`src/rtl/i2c_pkg.sv`:
```
// i2c_pkg: FSM state encoding, bus-level constants and a majority helper for the I2C target.
package i2c_pkg;
  typedef enum logic [2:0] {
    IDLE,
    ADDR,
    ADDR_ACK,
    WR_DATA,
    WR_ACK,
    RD_DATA,
    RD_ACK
  } i2c_tgt_state_t;

  localparam logic I2C_ACK      = 1'b0;
  localparam logic I2C_NACK     = 1'b1;
  localparam logic I2C_RW_WRITE = 1'b0;
  localparam logic I2C_RW_READ  = 1'b1;

  function automatic logic maj3(input logic a, input logic b, input logic c);
    return (a & b) | (a & c) | (b & c);
  endfunction
endpackage

```
`src/rtl/i2c_bus_sampler.sv`:
```
// i2c_bus_sampler: SCL/SDA synchronisers, optional 3-sample majority filter
// (I2C_TARGET_GLITCH_FILTER_EN), and SCL edge / START / STOP detection.
module i2c_bus_sampler import i2c_pkg::*; #(
  parameter int SYNC_STAGES = 2
) (
  input  logic clk,
  input  logic reset_n,
  input  logic scl_in,
  input  logic sda_in,
  output logic sda,
  output logic scl_rise,
  output logic scl_fall,
  output logic start_det,
  output logic stop_det
);
  logic [SYNC_STAGES-1:0] scl_sync, sda_sync;
  logic scl_s, sda_s, scl_q, sda_q;

  // Reset to the idle-bus level so release from reset never looks like an edge.
  always_ff @(posedge clk or negedge reset_n)
    if (!reset_n) begin
      scl_sync <= '1;
      sda_sync <= '1;
    end else begin
      scl_sync <= {scl_sync[SYNC_STAGES-2:0], scl_in};
      sda_sync <= {sda_sync[SYNC_STAGES-2:0], sda_in};
    end

`ifdef I2C_TARGET_GLITCH_FILTER_EN
  logic [1:0] scl_h, sda_h;
  logic scl_f, sda_f;
  always_ff @(posedge clk or negedge reset_n)
    if (!reset_n) begin
      scl_h <= '1;
      sda_h <= '1;
      scl_f <= 1'b1;
      sda_f <= 1'b1;
    end else begin
      scl_h <= {scl_h[0], scl_sync[SYNC_STAGES-1]};
      sda_h <= {sda_h[0], sda_sync[SYNC_STAGES-1]};
      scl_f <= maj3(scl_h[1], scl_h[0], scl_sync[SYNC_STAGES-1]);
      sda_f <= maj3(sda_h[1], sda_h[0], sda_sync[SYNC_STAGES-1]);
    end
  assign scl_s = scl_f;
  assign sda_s = sda_f;
`else
  assign scl_s = scl_sync[SYNC_STAGES-1];
  assign sda_s = sda_sync[SYNC_STAGES-1];
`endif

  always_ff @(posedge clk or negedge reset_n)
    if (!reset_n) begin
      scl_q <= 1'b1;
      sda_q <= 1'b1;
    end else begin
      scl_q <= scl_s;
      sda_q <= sda_s;
    end

  assign sda       = sda_s;
  assign scl_rise  = scl_s & ~scl_q;
  assign scl_fall  = ~scl_s & scl_q;
  assign start_det = scl_s & scl_q & sda_q & ~sda_s;
  assign stop_det  = scl_s & scl_q & ~sda_q & sda_s & ~start_det;
endmodule

```
`src/rtl/i2c_target.sv`:
```
// i2c_target: I2C target endpoint with 7-bit address match, byte write delivery and read shift-out.
// Build option I2C_TARGET_GLITCH_FILTER_EN adds a majority glitch filter in i2c_bus_sampler.
module i2c_target import i2c_pkg::*; #(
  parameter logic [6:0] TARGET_ADDR = 7'h50,
  parameter int         SYNC_STAGES = 2
) (
  input  logic       clk,
  input  logic       reset_n,
  input  logic       scl_in,
  input  logic       sda_in,
  output logic       sda_oe,
  output logic [7:0] rx_data,
  output logic       rx_valid,
  input  logic [7:0] tx_data,
  output logic       tx_req,
  output logic       busy,
  output logic       stop_det
);
  i2c_tgt_state_t state_q, state_d;
  logic [7:0] shift_q, shift_d, rx_data_q, rx_data_d;
  logic [2:0] cnt_q, cnt_d;
  logic sda_oe_d, busy_d, rw_q, rw_d, mack_q, mack_d;
  logic sda, scl_rise, scl_fall, start_det, addr_hit, last_bit;

  i2c_bus_sampler #(.SYNC_STAGES(SYNC_STAGES)) u_sampler (
    .clk      (clk),
    .reset_n  (reset_n),
    .scl_in   (scl_in),
    .sda_in   (sda_in),
    .sda      (sda),
    .scl_rise (scl_rise),
    .scl_fall (scl_fall),
    .start_det(start_det),
    .stop_det (stop_det)
  );

  assign addr_hit = shift_q[6:0] == TARGET_ADDR;
  assign last_bit = scl_rise && cnt_q == 3'd0;
  assign rx_data  = rx_data_d;

  always_ff @(posedge clk or negedge reset_n)
    if (!reset_n) begin
      state_q   <= IDLE;
      shift_q   <= '0;
      cnt_q     <= '0;
      rx_data_q <= '0;
      sda_oe    <= 1'b0;
      busy      <= 1'b0;
      rw_q      <= I2C_RW_WRITE;
      mack_q    <= 1'b0;
    end else begin
      state_q   <= state_d;
      shift_q   <= shift_d;
      cnt_q     <= cnt_d;
      rx_data_q <= rx_data_d;
      sda_oe    <= sda_oe_d;
      busy      <= busy_d;
      rw_q      <= rw_d;
      mack_q    <= mack_d;
    end

  // In the ACK states sda_oe itself marks whether the ACK is already on the bus.
  always_comb begin
    state_d = state_q;
    if (start_det) state_d = ADDR;
    else if (stop_det) state_d = IDLE;
    else
      case (state_q)
        ADDR:     if (last_bit) state_d = addr_hit ? ADDR_ACK : IDLE;
        ADDR_ACK: if (scl_fall && sda_oe) state_d = rw_q == I2C_RW_READ ? RD_DATA : WR_DATA;
        WR_DATA:  if (last_bit) state_d = WR_ACK;
        WR_ACK:   if (scl_fall && sda_oe) state_d = WR_DATA;
        RD_DATA:  if (last_bit) state_d = RD_ACK;
        RD_ACK:   state_d = scl_rise && sda == I2C_NACK ? IDLE : scl_fall && mack_q ? RD_DATA : RD_ACK;
        default:  state_d = state_q;
      endcase
  end

  always_comb begin
    shift_d   = shift_q;
    cnt_d     = cnt_q;
    rx_data_d = rx_data_q;
    sda_oe_d  = sda_oe;
    busy_d    = busy;
    rw_d      = rw_q;
    mack_d    = mack_q;
    rx_valid  = 1'b0;
    tx_req    = 1'b0;
    if (start_det) begin
      cnt_d    = 3'd7;
      sda_oe_d = 1'b0;
      mack_d   = 1'b0;
    end else if (stop_det) begin
      cnt_d    = 3'd0;
      sda_oe_d = 1'b0;
      busy_d   = 1'b0;
      mack_d   = 1'b0;
    end else
      case (state_q)
        ADDR: if (scl_rise) begin
          shift_d = {shift_q[6:0], sda};
          cnt_d   = cnt_q - 3'd1;
          if (cnt_q == 3'd0) begin
            rw_d   = sda;
            busy_d = addr_hit;
          end
        end
        ADDR_ACK, WR_ACK: if (scl_fall) begin
          sda_oe_d = ~sda_oe;
          cnt_d    = 3'd7;
          if (sda_oe && state_q == ADDR_ACK && rw_q == I2C_RW_READ) begin
            tx_req   = 1'b1;
            shift_d  = tx_data;
            sda_oe_d = ~tx_data[7];
          end
        end
        WR_DATA: if (scl_rise) begin
          shift_d = {shift_q[6:0], sda};
          cnt_d   = cnt_q - 3'd1;
          if (cnt_q == 3'd0) begin
            rx_valid  = 1'b1;
            rx_data_d = {shift_q[6:0], sda};
          end
        end
        RD_DATA:
          if (scl_rise) begin
            shift_d = {shift_q[6:0], 1'b0};
            cnt_d   = cnt_q - 3'd1;
          end else if (scl_fall) sda_oe_d = ~shift_q[7];
        RD_ACK:
          if (scl_rise) begin
            mack_d = sda == I2C_ACK;
            busy_d = sda == I2C_ACK;
          end else if (scl_fall) begin
            sda_oe_d = 1'b0;
            if (mack_q) begin
              tx_req   = 1'b1;
              shift_d  = tx_data;
              sda_oe_d = ~tx_data[7];
              cnt_d    = 3'd7;
              mack_d   = 1'b0;
            end
          end
        default: ;
      endcase
  end
endmodule

```
`config.mk`:
```
export PLATFORM = sky130hd
export DESIGN_NAME = i2c_target
export DESIGN_NICKNAME = d
export VERILOG_FILES = /design/src/rtl/i2c_pkg.sv /design/src/rtl/i2c_bus_sampler.sv /design/src/rtl/i2c_target.sv
export SDC_FILE = /design/constraint.sdc
export NUM_CORES = 1
export LEC_CHECK = 0
export CAP_MARGIN = 30
export CORE_MARGIN = 3
export CORE_UTILIZATION = 54
export DETAILED_ROUTE_END_ITERATION = 16
export GPL_TIMING_DRIVEN = 0
export PLACE_DENSITY = 0.91
export SLEW_MARGIN = 5
export SYNTH_ARGS = -nofsm -noshare
export SYNTH_HDL_FRONTEND = slang
export SYNTH_SLANG_ARGS = --single-unit
```
`constraint.sdc`:
```
create_clock -name clk -period 2.95 [get_ports clk]
set_input_delay 0.4425 -clock clk [delete_from_list [all_inputs] [get_ports clk]]
set_output_delay 0.4425 -clock clk [all_outputs]
set_load 0.05 [all_outputs]
```
After elaboration in Yosys (flattened, before gate mapping). Index checks and enable logic that the tools add are counted.

Add/subtract/negate cells: 1. Eq/ne operators: 29. Muxes and demuxes: 66. Bitwise logic cells: 17. Reductions and logical operators: 24.

Operators with widths (number): $mux W8 (12); $mux W3 (16); $ne A4 B3 Y1 const B (11); $pmux W8 S4 (1); $mux W1 (30); $pmux W3 S6 (1); $reduce_and A6 Y1 (3); $ne A2 B2 Y1 const B (6); $reduce_and A10 Y1 (1); $reduce_and A5 Y1 (2); $reduce_bool A5 Y1 (2); $eq A3 B3 Y1 const B (3); $ne A3 B3 Y1 const B (3); $not A1 Y1 (9); $pmux W3 S3 (1); $and A1 B1 Y1 (8); $reduce_bool A4 Y1 (2); $reduce_bool A8 Y1 (1); $eq A7 B7 Y1 const B (1); $eq A3 B2 Y1 const B (2); $logic_and A1 B1 Y1 (6); $reduce_bool A3 Y1 (2); $mux W2 (2); $ne A4 B1 Y1 const B (1); other kinds (9) (11).

Register bits: 32. Bits of input ports: 12. Output and inout port bits: 13. Logic and storage cells: 149.

Depth between registers and ports, before layout. Gate-level depths: netlist of the first run.

Depth after elaboration: 8. Depth in mapped cells: 7. Mapped depth without buffers: 6.

Modules after synthesis. From an unflattened synthesis of the first run, not the netlist that was laid out.

Cells, all modules: 182. Area, all modules: 1843.0 sq um.

Modules (own cells, without submodules): i2c_target (instances 1, cells an instance 172, area an instance 1652.8 sq um, sequential area each 650.6 sq um); i2c_bus_sampler (instances 1, cells an instance 10, area an instance 190.2 sq um, sequential area each 157.7 sq um).

Least setup slack after synthesis of the first run. Ideal clock, no wire load.

Kind: reg2out. From: register state_q[1]. To: output port rx_data[0]. Data arrival time: 2115 ps. Data required time: 2508 ps. Path slack: 392 ps. Stages on the path, launching flop included: 5. Buffers on the path: 1. Cells stage by stage: dfrtp_1 buf_2 inv_1 nor4_4 mux2_2.

Cells in the longest elaborated chain, start to end: 4.

Ends and longest elaborated chain: start: declaration (RTL line i2c_target.sv:19) `i2c_tgt_state_t state_q, state_d;`; start signal: assignment (RTL line i2c_target.sv:52) `state_q <= state_d;`; $eq A3 B2 Y1 (RTL line i2c_target.sv:99) `case (state_q)`; $mux W8 (RTL line i2c_target.sv:99); $mux W8 (RTL line i2c_target.sv:93) `end else if (stop_det) begin`; $mux W8 (RTL line i2c_target.sv:89) `if (start_det) begin`; end: declaration (RTL line i2c_target.sv:12) `output logic [7:0] rx_data,`.

Every way passes these cells.

Final worst setup path of the first run.
From: register cnt_q[0]. To: output port rx_data[5].

Cells in the longest elaborated chain, start to end: 6.

Ends and longest elaborated chain: start: declaration (RTL line i2c_target.sv:21) `logic [2:0] cnt_q, cnt_d;`; start signal: assignment (RTL line i2c_target.sv:54) `cnt_q <= cnt_d;`; $logic_not A3 Y1 (RTL line i2c_target.sv:120) `if (cnt_q == 3'd0) begin`; $mux W8 (RTL line i2c_target.sv:120); $mux W8 (RTL line i2c_target.sv:117) `WR_DATA: if (scl_rise) begin`; $mux W8 (RTL line i2c_target.sv:99); $mux W8 (RTL line i2c_target.sv:93); $mux W8 (RTL line i2c_target.sv:89).

Every way passes these cells.

==> metrics.log, run 1 <==
[metrics] utilization after layout: 69.7%
[metrics] area of the core region: ~3100 um2
[metrics] drt pass-1 iters: 4
[metrics] share of async-settable or async-resettable flops after synthesis: 100%
[metrics] count of clock tree sinks: 32
[metrics] Final Wtd Congestion: 0.921
[metrics] Synth Area in Adders: 2.62%
[metrics] area taken by flip-flops and latches: approximately 810 um2
[metrics] Critical Path Start Type: register
[metrics] Setup WS post-layout: just over 0.2 ns
[metrics] Clk Tree Root Cell: clkbuf_4
[metrics] Detail Placement HPWL: approximately 3000 um
[metrics] number of cells on the worst reg-to-reg path: 6
[metrics] width of the chip: 63.9 um
[metrics] instance count on the critical path: 7
[metrics] Site Rows: 20
[metrics] final instance area: 2180 um2
[metrics] capture instance of the worst register-to-register path: shift_q[0]$_DFFE_PN0P_
[metrics] dominant register cell in the synthesized netlist: dfrtp_1
[metrics] Detailed Route Iter0 Violations: 130
[metrics] final-report setup violation count: 0
[metrics] xor/xnor cell area share of the yosys netlist: 0.967%
[metrics] # port buffers: 24
[metrics] power density over the cells: 629 nW/um2
[metrics] total track usage: 21.5%
[metrics] number of H-tree levels: 2
[metrics] clock tree skew after final layout: roughly 0.0077 ns
[metrics] number of antenna violations at the first check in global routing: 0
[metrics] largest voltage drop on the vdd net: around 0.52 mV
[metrics] maximum number of pins on one net before global-route repair: 33
[metrics] fraction of layout instances using a drive strength above 1: 31.1%
[metrics] origin of the worst setup path: cnt_q[0]$_DFFE_PN0P_
[metrics] post-synthesis register bit count: 32
[metrics] final-layout fill cell count: roughly 220
[metrics] vias in the first global route: 1401
[metrics] syn_area_per_cell: 11.2 um2
[metrics] startpoint of the worst register-to-register path: state_q[2]$_DFFE_PN0P_
[metrics] final antenna diode count: 0
[metrics] number of buffers created by CTS: 5
[metrics] number of warnings printed during yosys synthesis: 0
[metrics] num ports: 25
[metrics] data arrival time of the worst path: 2.30 ns
[metrics] number of vias per cell after detailed routing: 6.05
[metrics] routed wire length: between 4000 and 5000 um
[metrics] net count of the finished layout: 210
[metrics] Pins Over Slew Limit: 0
[metrics] compound-cell area share of the yosys netlist: ~15%
[metrics] Worst path max stage delay: 0.39 ns
[metrics] netlist area before placement: around 1800 um2
[metrics] HP Class: input pin to async pin
[metrics] outcome: finished, final reports clean
[metrics] kind of capture point of the worst setup path: primary output
[metrics] Worst Tran Pin Value: around 0.8 ns
[metrics] drt drc: 0
[metrics] worst-case register-to-register setup slack: 0.44 ns
[metrics] fin crit period: around 2.7 ns
[metrics] hold violation total from the final report: 0
[metrics] worst endpoint required time: 2.51 ns
[metrics] number of buffers and inverters on the critical path: 3
[metrics] leakage component of the power: 0.00100 uW
[metrics] f_max: 0.364 GHz
[metrics] final routed wire length divided by cell count: 17.2 um
[metrics] Initial Util: 57.9%
[metrics] DRT antenna net count: 0
[metrics] clock slew seen by the registers of the worst setup and hold paths: 0.10 ns
[metrics] final worst-path cycle share: between 90 and 100%
[metrics] multiplexer fraction of the synthesized cell area: 17.4%
[metrics] post-synthesis simple-gate area fraction: 14.7%
[metrics] wire length of the first global-routing pass: ~7000 um
[metrics] Max Buffers Root-to-Sink: 2
[metrics] chain of cells forming the critical path: inv_1, ha_1, nand4bb_1, nor4_4, buf_4, mux2_2, clkbuf_2
[metrics] Cell variety after synth: 47
[metrics] combinational family with the most area after synthesis: multiplexers
[metrics] max-cap violation count: 0
[metrics] overall overflow remaining after global route: 0
[metrics] Vert. Die Dim: 63.9 um
[metrics] Worst path top cell family by delay: buffers and inverters
[metrics] clock latency of the later-clocked register in the worst-skew pair: 0.33 ns
[metrics] Crit Path Class: register to primary output
[metrics] cell at the slowest stage of the critical path: dfrtp_1
[metrics] maximum fanout count along the critical path: 6
[metrics] post-synthesis cell count: between 150 and 200
[metrics] area of the multi-input gates: 925 um2
[metrics] number of vias in the routed layout: 1451
[metrics] setup repair after global routing missed its margin: false
[metrics] Critical Path End: rx_data[5]
[metrics] Placement Setup Slack: -0.0843 ns
[metrics] CTS tree: yes
[metrics] Tot Pwr: approximately 1400 uW
[metrics] Placed Instance Area: around 2100 um2
[metrics] number of enable flip-flop cells after synthesis: 0
[metrics] post-synthesis to final-layout area growth: 20.3%
[metrics] Syn Nets: around 180
[metrics] part of the Yosys area used for sequential elements: 44.6%
[metrics] Max-Slew Margin vs Limit: 46.5%
[metrics] die outline area: 4090 um2
state kept, by name, summed over array words and instances, names as in the netlist, 2 cells and up:
register,cells
state_q,3
u_sampler.sda_sync,2
u_sampler.scl_sync,2
cnt_q,3
rx_data_q,8
shift_q,8
per-layer routing:
metal,vias to the layer above,share of wire [%],track usage [%]
met1,704,43,27.6
met4,0,1.9,5.93
li1,678,-,-
met5,-,0,0
met2,61,48,35.9
met3,8,6.8,5.45
cell usage in the layout, fill, tap and decap left out, types with 3 or more instances in the layout:
cell,synthesis,final
and2_1,4,4
clkbuf_4,0,5
a21oi_1,10,10
inv_1,11,11
clkbuf_2,0,8
nor3_1,5,5
clkdlybuf4s50_1,0,12
a22oi_1,4,4
nand3_1,4,4
buf_2,3,4
dlymetal6s2s_1,0,3
dfrtp_1,26,26
nor2_1,4,4
clkbuf_1,3,3
ha_1,3,3
nand2_1,5,5
mux2_2,28,28
nand3b_1,4,4
dfstp_2,6,6
nor2b_1,5,5
cells in the mapped netlist (all sizes together), types with 2 or more instances:
master / instances / area share [%]
a21oi: 10 / 2.8
nor2: 4 / 0.83
buf: 4 / 1.4
nand2b: 2 / 0.69
inv: 11 / 2.3
a211oi: 2 / 0.83
ha: 3 / 2.1
nor2b: 5 / 1.7
a22oi: 4 / 1.7
and2: 4 / 1.4
clkbuf: 3 / 0.62
a31oi: 2 / 0.69
nand2: 5 / 1.0
o2111ai: 2 / 0.97
nor3: 5 / 1.4
o21ai: 2 / 0.55
nand3: 4 / 1.1
nor4: 2 / 1.5
nand3b: 4 / 1.7
dfstp: 6 / 8.7
dfrtp: 26 / 36
mux2: 28 / 17
xor2: 2 / 0.97
per-stage QoR:
stage	TNS, ns	hold slack [ns]	cells
floorplan	0	0.147	162
global placement	-0.0753	0.346	230
detailed placement	-0.535	0.349	230
CTS	0	0.161	240
global route	0	0.178	240
finish	0	0.145	240
cells by family (layout without fill, tap and decap cells):
group                      count (synthesis)  count (layout)
AOI/OAI and AO/OA                         36              36
xor gates and xnor gates                   2               2
adders and majority gates                  4               4
buffers and inverters                     18              52
DFF                                       32              32
muxes                                     28              28
and+or+nand+nor                           42              42
worst min-delay path by stage:
stage | cells after the start | endpoint | start | slack [ns]
final | 1 | state_q[0]$_DFFE_PN0P_ | reset_n | 0.14
after global routing | 1 | state_q[0]$_DFFE_PN0P_ | reset_n | 0.18
after CTS | 1 | state_q[0]$_DFFE_PN0P_ | reset_n | 0.16
after detailed placement | 0 | u_sampler.sda_sync[1]$_DFF_PN1_ | u_sampler.sda_sync[0]$_DFF_PN1_ | 0.35
after global placement | 0 | u_sampler.scl_sync[1]$_DFF_PN1_ | u_sampler.scl_sync[0]$_DFF_PN1_ | 0.35
after floorplan | 0 | busy$_DFFE_PN0P_ | reset_n | 0.15
layout make-up:
type | instances | area share, %
sequential | 32 | 37.1
timing repair buffer | 26 | 9.99
clock buffer | 7 | 2.99
clock inverter | 1 | 1.38
buffer | 7 | 1.72
tap | 44 | 2.53
multi-input combinational | 112 | 42.4
inverter | 11 | 1.89
repair_timing:
item,in CTS,in global routing
resized for setup,8,19
cloned,0,0
setup endpoints to repair,9,11
hold buffers,0,0
buffers inserted,2,0
pin swaps,1,0
report_power, final:
group / leakage (uW) / switching [uW] / internal, uW
clock network: 0.0000515 / 147 / 225
registers: 0.000395 / 75.1 / 526
logic: 0.000557 / 199 / 198
Note: power is estimated with default switching activity, not from simulation.
==> run 2, diff against run 1 <==
--- a/config.mk
+++ b/config.mk
@@ -8,9 +8,10 @@
 export CAP_MARGIN = 30
 export CORE_MARGIN = 3
 export CORE_UTILIZATION = 54
+export CTS_CLUSTER_SIZE = 20
 export DETAILED_ROUTE_END_ITERATION = 16
 export GPL_TIMING_DRIVEN = 0
-export PLACE_DENSITY = 0.91
+export PLACE_DENSITY = 0.83
 export SLEW_MARGIN = 5
 export SYNTH_ARGS = -nofsm -noshare
 export SYNTH_HDL_FRONTEND = slang
==> run 2 against run 1 <==
Combinational power is 1% lower. Worst hold slack worse by 0.0065 ns. Sequential share of layout area is 0.38 points lower. First-iteration DRC count is 14% lower. Clock-buffer cell count is 2 lower. Power is 2.4% lower. Clock power is 9.1% lower. Sequential cell count stayed put. Critical endpoint is now tx_req.
==> metrics.log, run 2 (synthesis results as in run 1) <==
[metrics] chain of cells forming the critical path: buf_6, nor2b_1, nand2_1, nor2_1, clkdlybuf4s50_1 (was inv_1, ha_1, nand4bb_1, nor4_4, buf_4, mux2_2, clkbuf_2)
[metrics] wire length of the first global-routing pass: 7010 um (was 6830 um)
[metrics] kind of capture point of the worst setup path: primary output (unchanged)
[metrics] outcome: finished, final reports clean (unchanged)
[metrics] maximum fanout count along the critical path: 10 (was 6)
[metrics] final routed wire length divided by cell count: 17.2 um (about the same)
[metrics] Vert. Die Dim: 63.9 um (unchanged)
[metrics] number of antenna violations at the first check in global routing: 0 (unchanged)
[metrics] num ports: 25 (unchanged)
[metrics] CTS tree: yes (unchanged)
[metrics] leakage component of the power: 0.000950 uW (was 0.00100 uW)
[metrics] net count of the finished layout: 210 (unchanged)
[metrics] hold bufs inserted after CTS: 0 (unchanged)
[metrics] fraction of layout instances using a drive strength above 1: 31.6% (was 31.1%)
[metrics] largest voltage drop on the vdd net: 0.433 mV (was 0.518 mV)
[metrics] worst endpoint required time: 2.51 ns (about the same)
[metrics] routed wire length: 4130 um (was 4120 um)
[metrics] leading registers by flop count: rx_data_q x8, shift_q x8 (unchanged)
[metrics] total track usage: 22.2% (was 21.5%)
[metrics] hold violation total from the final report: 0 (unchanged)
[metrics] maximum number of pins on one net before global-route repair: 33 (unchanged)
[metrics] die outline area: 4090 um2 (unchanged)
[metrics] DRT antenna net count: 0 (unchanged)
[metrics] area of the core region: 3130 um2 (unchanged)
[metrics] number of H-tree levels: 2 (unchanged)
[metrics] final antenna diode count: 0 (unchanged)
[metrics] commonest non-fill, non-tap cell in the layout: mux2_2 (unchanged)
[metrics] accumulated negative setup slack: 0 ns (unchanged)
[metrics] Max-Slew Margin vs Limit: 46.5% (about the same)
[metrics] post-synthesis to final-layout area growth: 21.5% (was 20.3%)
[metrics] number of vias in the routed layout: 1472 (was 1451)
[metrics] count of clock tree sinks: 32 (unchanged)
[metrics] Site Rows: 20 (unchanged)
[metrics] width of the chip: 63.9 um (unchanged)
[metrics] clock tree skew after final layout: 0.00672 ns (was 0.00768 ns)
[metrics] fin crit period: 2.89 ns (was 2.75 ns)
[metrics] Crit Path Class: register to primary output (unchanged)
[metrics] HP Class: input pin to async pin (unchanged)
[metrics] number of vias per cell after detailed routing: 6.13 (was 6.05)
[metrics] Worst path max stage delay: 0.81 ns (was 0.39 ns)
[metrics] setup repair after global routing missed its margin: false (unchanged)
[metrics] drt drc: 0 (unchanged)
[metrics] final-report setup violation count: 0 (unchanged)
[metrics] overall overflow remaining after global route: 0 (unchanged)
[metrics] final worst-path cycle share: 97.8% (was 93.1%)
[metrics] clock latency of the later-clocked register in the worst-skew pair: 0.34 ns (was 0.33 ns)
[metrics] f_max: 0.346 GHz (was 0.364 GHz)
[metrics] # port buffers: 24 (unchanged)
[metrics] Cells after DPL: 230 (unchanged)
[metrics] cell at the slowest stage of the critical path: clkdlybuf4s50_1 (was dfrtp_1)
[metrics] Pins Over Slew Limit: 0 (unchanged)
[metrics] leading cell types in the layout, fill and taps excluded: mux2_2 (28), dfrtp_1 (26), clkdlybuf4s50_1 (13), inv_1 (11), a21oi_1 (10) (was mux2_2 (28), dfrtp_1 (26), clkdlybuf4s50_1 (12), inv_1 (11), a21oi_1 (10))
[metrics] vias in the first global route: 1494 (was 1401)
[metrics] drt pass-1 iters: 4 (unchanged)
[metrics] Post-Layout Cell Count: 240 (unchanged)
[metrics] Detail Placement HPWL: 2910 um (was 2970 um)
[metrics] number of buffers created by CTS: 5 (unchanged)
[metrics] final-layout fill cell count: 235 (was 224)
[metrics] Max Buffers Root-to-Sink: 2 (unchanged)
[metrics] clock slew seen by the registers of the worst setup and hold paths: 0.11 ns (was 0.10 ns)
[metrics] Initial Util: 57.9% (unchanged)
[metrics] max-cap violation count: 0 (unchanged)
[metrics] Worst Tran Pin Value: 0.796 ns (was 0.803 ns)
[metrics] Critical Path Start Type: register (unchanged)
[metrics] power density over the cells: 608 nW/um2 (was 629 nW/um2)
[metrics] Worst path top cell family by delay: buffers and inverters (unchanged)
[metrics] number of buffers and inverters on the critical path: 2 (was 3)
[metrics] Detailed Route Iter0 Violations: 112 (was 130)
[metrics] Clk Tree Root Cell: clkbuf_4 (unchanged)
[metrics] Final Wtd Congestion: 0.927 (was 0.921)
[metrics] data arrival time of the worst path: 2.44 ns (was 2.30 ns)
[run 2: report_power, final]
group          switching [uW]  total [uW]  internal, uW  leakage (uW)
Combinational             194         394           200      0.000514
Clock                     161         338           177     0.0000412
Sequential               80.0         606           526      0.000395
[run 2: layer usage]
layer / GRT usage (%) / wire, um / part of all wire [%]
met3: 5.45 / 257 / 6.2
met5: 0 / 0 / 0
met2: 35.9 / 2050 / 50
met4: 8.63 / 64 / 1.6
met1: 28.5 / 1760 / 43
[run 2: area by class of cell]
cell class	count	area [um2]	share of cell area, %
Sequential cell	32	808	36.7
Inverter	11	41.3	1.88
Clock inverter	3	42.5	1.93
Clock buffer	5	37.5	1.70
Buffer	7	37.5	1.70
Tap cell	44	55.1	2.50
Multi-Input combinational cell	112	941	42.7
Timing Repair Buffer	26	239	10.9
[run 2: final timing paths]
check | startpoint | to | slack [ns] | depth (start not counted)
min in group clk | u_sampler.scl_sync[0]$_DFF_PN1_ | u_sampler.scl_sync[1]$_DFF_PN1_ | 0.36 | 0
worst max register to register | state_q[2]$_DFFE_PN0P_ | shift_q[4]$_DFFE_PN0P_ | 0.49 | 6
max in group asynchronous | reset_n | cnt_q[1]$_DFFE_PN0P_ | 2.35 | 1
worst min-delay path | reset_n | state_q[2]$_DFFE_PN0P_ | 0.14 | 1
worst min register to register | u_sampler.scl_sync[0]$_DFF_PN1_ | u_sampler.scl_sync[1]$_DFF_PN1_ | 0.36 | 0
worst max-delay path | u_sampler.scl_q$_DFF_PN1_ | tx_req | 0.06 | 5
[run 2: repair_timing]
action,4_1_cts,5_1_grt
buffers inserted,2,0
endpoints found under the setup margin,10,8
resized for setup,20,7
pin swaps,1,0
endpoints found under the hold margin,0,0
[run 2: per-stage QoR]
step	hold WS (ns)	area (um2)	power, uW	utilization [%]	worst slack (ns)
6_report	0.138	2200	1340	70.4	0.0638
5_1_grt	0.168	2200	1410	70.4	0.00199
4_1_cts	0.166	2200	1330	70.2	0.0113
3_5_place_dp	0.348	2100	999	67.2	-0.0319
3_3_place_gp	0.345	2110	979	67.4	0.00551
2_1_floorplan	0.147	1810	886	-	0.392
==> run 3, diff against run 2 <==
--- a/config.mk
+++ b/config.mk
@@ -6,6 +6,7 @@
 export NUM_CORES = 1
 export LEC_CHECK = 0
 export CAP_MARGIN = 30
+export CORE_ASPECT_RATIO = 0.7
 export CORE_MARGIN = 3
 export CORE_UTILIZATION = 54
 export CTS_CLUSTER_SIZE = 20
==> run 3 against run 2 <==
Sequential share of layout area increased by 0.79 points. Critical path depth grew 2. Combinational power is 1% higher. Clock power shrank 4%. Cell area down 2.1%. Non-clock buffer count did not move. Power fell by 1.2%. Register-to-register slack worse by 0.04 ns. Setup slack better by 0.14 ns. Clock-buffer cell count rose by 2. Global-route usage is 1.2 points higher. Largest cell class unchanged.
==> metrics.log, run 3 (synthesis results as in run 1) <==
[metrics] outcome: finished, final reports clean (unchanged)
[metrics] count of clock tree sinks: 32 (unchanged)
[metrics] Worst Tran Pin Value: 0.800 ns (was 0.796 ns)
[metrics] final worst-path cycle share: 93.0% (was 97.8%)
[metrics] fraction of layout instances using a drive strength above 1: 30.1% (was 31.6%)
[metrics] HP Class: input pin to async pin (unchanged)
[metrics] Detail Placement HPWL: 3040 um (was 2910 um)
[metrics] net count of the finished layout: 210 (unchanged)
[metrics] startpoint of the worst register-to-register path: state_q[2]$_DFFE_PN0P_ (unchanged)
[metrics] final antenna diode count: 0 (unchanged)
[metrics] clock tree skew after final layout: 0.00627 ns (was 0.00672 ns)
[metrics] number of antenna violations at the first check in global routing: 0 (unchanged)
[metrics] capture instance of the worst register-to-register path: shift_q[1]$_DFFE_PN0P_ (was shift_q[4]$_DFFE_PN0P_)
[metrics] worst hold slack after final layout: 0.221 ns (was 0.138 ns)
[metrics] kind of capture point of the worst setup path: primary output (unchanged)
[metrics] accumulated negative setup slack: 0 ns (unchanged)
[metrics] # port buffers: 24 (unchanged)
[metrics] Vert. Die Dim: 54.5 um (was 63.9 um)
[metrics] number of vias in the routed layout: 1460 (was 1472)
[metrics] number of cells on the worst reg-to-reg path: 6 (unchanged)
[metrics] setup repair after global routing missed its margin: false (unchanged)
[metrics] Crit Path Class: register to primary output (unchanged)
[metrics] leading cell types in the layout, fill and taps excluded: mux2_2 (28), dfrtp_1 (26), clkdlybuf4s50_1 (12), inv_1 (11), a21oi_1 (10) (was mux2_2 (28), dfrtp_1 (26), clkdlybuf4s50_1 (13), inv_1 (11), a21oi_1 (10))
[metrics] Critical Path End: rx_data[3] (was tx_req)
[metrics] Initial Util: 60.3% (was 57.9%)
[metrics] Final Wtd Congestion: 0.947 (was 0.927)
[metrics] Detailed Route Iter0 Violations: 147 (was 112)
[metrics] area of the core region: 3000 um2 (was 3130 um2)
[metrics] max-cap violation count: 0 (unchanged)
[metrics] final-report setup violation count: 0 (unchanged)
[metrics] hold bufs inserted after CTS: 0 (unchanged)
[metrics] number of buffers created by CTS: 5 (unchanged)
[metrics] post-synthesis to final-layout area growth: 19.0% (was 21.5%)
[metrics] drt drc: 0 (unchanged)
[metrics] fin crit period: 2.74 ns (was 2.89 ns)
[metrics] overall overflow remaining after global route: 0 (unchanged)
[metrics] wire length of the first global-routing pass: 6960 um (was 7010 um)
[metrics] Clk Tree Root Cell: clkbuf_8 (was clkbuf_4)
[metrics] Max-Slew Margin vs Limit: 46.7% (was 46.5%)
[metrics] leakage component of the power: 0.000994 uW (was 0.000950 uW)
[metrics] Max Buffers Root-to-Sink: 2 (unchanged)
[metrics] Critical Path Start Type: register (unchanged)
[metrics] number of vias per cell after detailed routing: 6.29 (was 6.13)
[metrics] hold violation total from the final report: 0 (unchanged)
[metrics] vias in the first global route: 1423 (was 1494)
[metrics] final-layout fill cell count: 225 (was 235)
[metrics] num ports: 25 (unchanged)
[metrics] origin of the worst setup path: cnt_q[0]$_DFFE_PN0P_ (was u_sampler.scl_q$_DFF_PN1_)
[metrics] commonest non-fill, non-tap cell in the layout: mux2_2 (unchanged)
[metrics] width of the chip: 75.2 um (was 63.9 um)
[metrics] area of the multi-input gates: 925 um2 (was 941 um2)
[metrics] maximum fanout count along the critical path: 6 (was 10)
[metrics] Pins Over Slew Limit: 0 (unchanged)
[metrics] die outline area: 4100 um2 (was 4090 um2)
[metrics] DRT antenna net count: 0 (unchanged)
[metrics] largest voltage drop on the vdd net: 0.476 mV (was 0.433 mV)
[metrics] power density over the cells: 613 nW/um2 (was 608 nW/um2)
[metrics] CTS tree: yes (unchanged)
[metrics] number of H-tree levels: 2 (unchanged)
[metrics] final routed wire length divided by cell count: 18.3 um (was 17.2 um)
[metrics] area taken by flip-flops and latches: 808 um2 (unchanged)
[metrics] worst endpoint required time: 2.51 ns (about the same)
[metrics] Site Rows: 16 (was 20)
[metrics] data arrival time of the worst path: 2.30 ns (was 2.44 ns)
[metrics] routed wire length: 4250 um (was 4130 um)
[metrics] worst-case register-to-register setup slack: 0.45 ns (was 0.49 ns)
[metrics] drt pass-1 iters: 4 (unchanged)
[metrics] clock latency of the later-clocked register in the worst-skew pair: 0.28 ns (was 0.34 ns)
[metrics] clock slew seen by the registers of the worst setup and hold paths: 0.07 ns (was 0.11 ns)
[metrics] f_max: 0.364 GHz (was 0.346 GHz)
[metrics] total track usage: 23.4% (was 22.2%)
[metrics] leading registers by flop count: rx_data_q x8, shift_q x8 (unchanged)
[metrics] maximum number of pins on one net before global-route repair: 33 (unchanged)
[metrics] utilization after layout: 71.8% (was 70.4%)
## run 3: cell count changes in the layout (fill, tap and decap cells not counted), moves of 2 or more
cell	change
clkbuf_8	+5
clkdlybuf4s15_2	-5
dlygate4sd2_1	-2
clkbuf_2	+5
clkbuf_4	-5
dlymetal6s2s_1	+3
clkbuf_1	+2
## run 3: power breakdown
part / internal (uW) / leakage, uW / switching [uW]
logic: 199 / 0.000557 / 200
registers: 527 / 0.000395 / 72.6
clock network: 165 / 0.0000422 / 158
## run 3: how the worst min path moves through the flow
stage               slack (ns)  depth (start not counted)                         endpoint                            start
floorplan                 0.15                          0                 busy$_DFFE_PN0P_                          reset_n
global placement          0.35                          0  u_sampler.scl_sync[1]$_DFF_PN1_  u_sampler.scl_sync[0]$_DFF_PN1_
detailed placement        0.35                          0  u_sampler.sda_sync[1]$_DFF_PN1_  u_sampler.sda_sync[0]$_DFF_PN1_
CTS                       0.23                          1           shift_q[7]$_DFFE_PN0P_                          reset_n
global route              0.27                          1           shift_q[7]$_DFFE_PN0P_                          reset_n
finish                    0.22                          1           shift_q[7]$_DFFE_PN0P_                          reset_n
## run 3: area by class of cell
class	instances	share of cell area, %
multi-input combinational	112	42.9
sequential	32	37.5
timing repair buffer	26	10.1
clock buffer	7	3.54
tap	36	2.09
inverter	11	1.92
buffer	7	1.74
clock inverter	1	0.232
## run 3: repair_timing
item	in CTS	in global routing
gates cloned	0	0
resized for setup	8	19
endpoints found under the setup margin	9	11
setup buffers	2	0
pin swaps	1	0
## run 3: stage by stage
step | instances | power (uW) | setup slack [ns] | area, um2
final | 232 | 1320 | 0.205 | 2160
after detailed placement | 222 | 999 | -0.0950 | 2090
after CTS | 232 | 1320 | 0.0192 | 2180
after global routing | 232 | 1400 | 0.101 | 2160
after global placement | 222 | 980 | -0.0202 | 2100
after floorplan | 162 | 886 | 0.392 | 1810
## run 3: critical path, stage by stage, from the launching register on
cell and delay, ns:
dfrtp_1 0.38, inv_1 0.10, ha_1 0.17, nand4bb_1 0.22
nor4_4 0.34, buf_4 0.21, mux2_2 0.36, clkbuf_2 0.24
## run 3: metal layers
| metal | GRT usage (%) | up-vias | share of wire (%) |
|---|---|---|---|
| li1 | - | 670 | - |
| met5 | 0 | - | 0 |
| met1 | 35.9 | 724 | 48 |
| met3 | 6.06 | 4 | 7.9 |
| met4 | 6.10 | 0 | 0.45 |
| met2 | 32.4 | 62 | 44 |
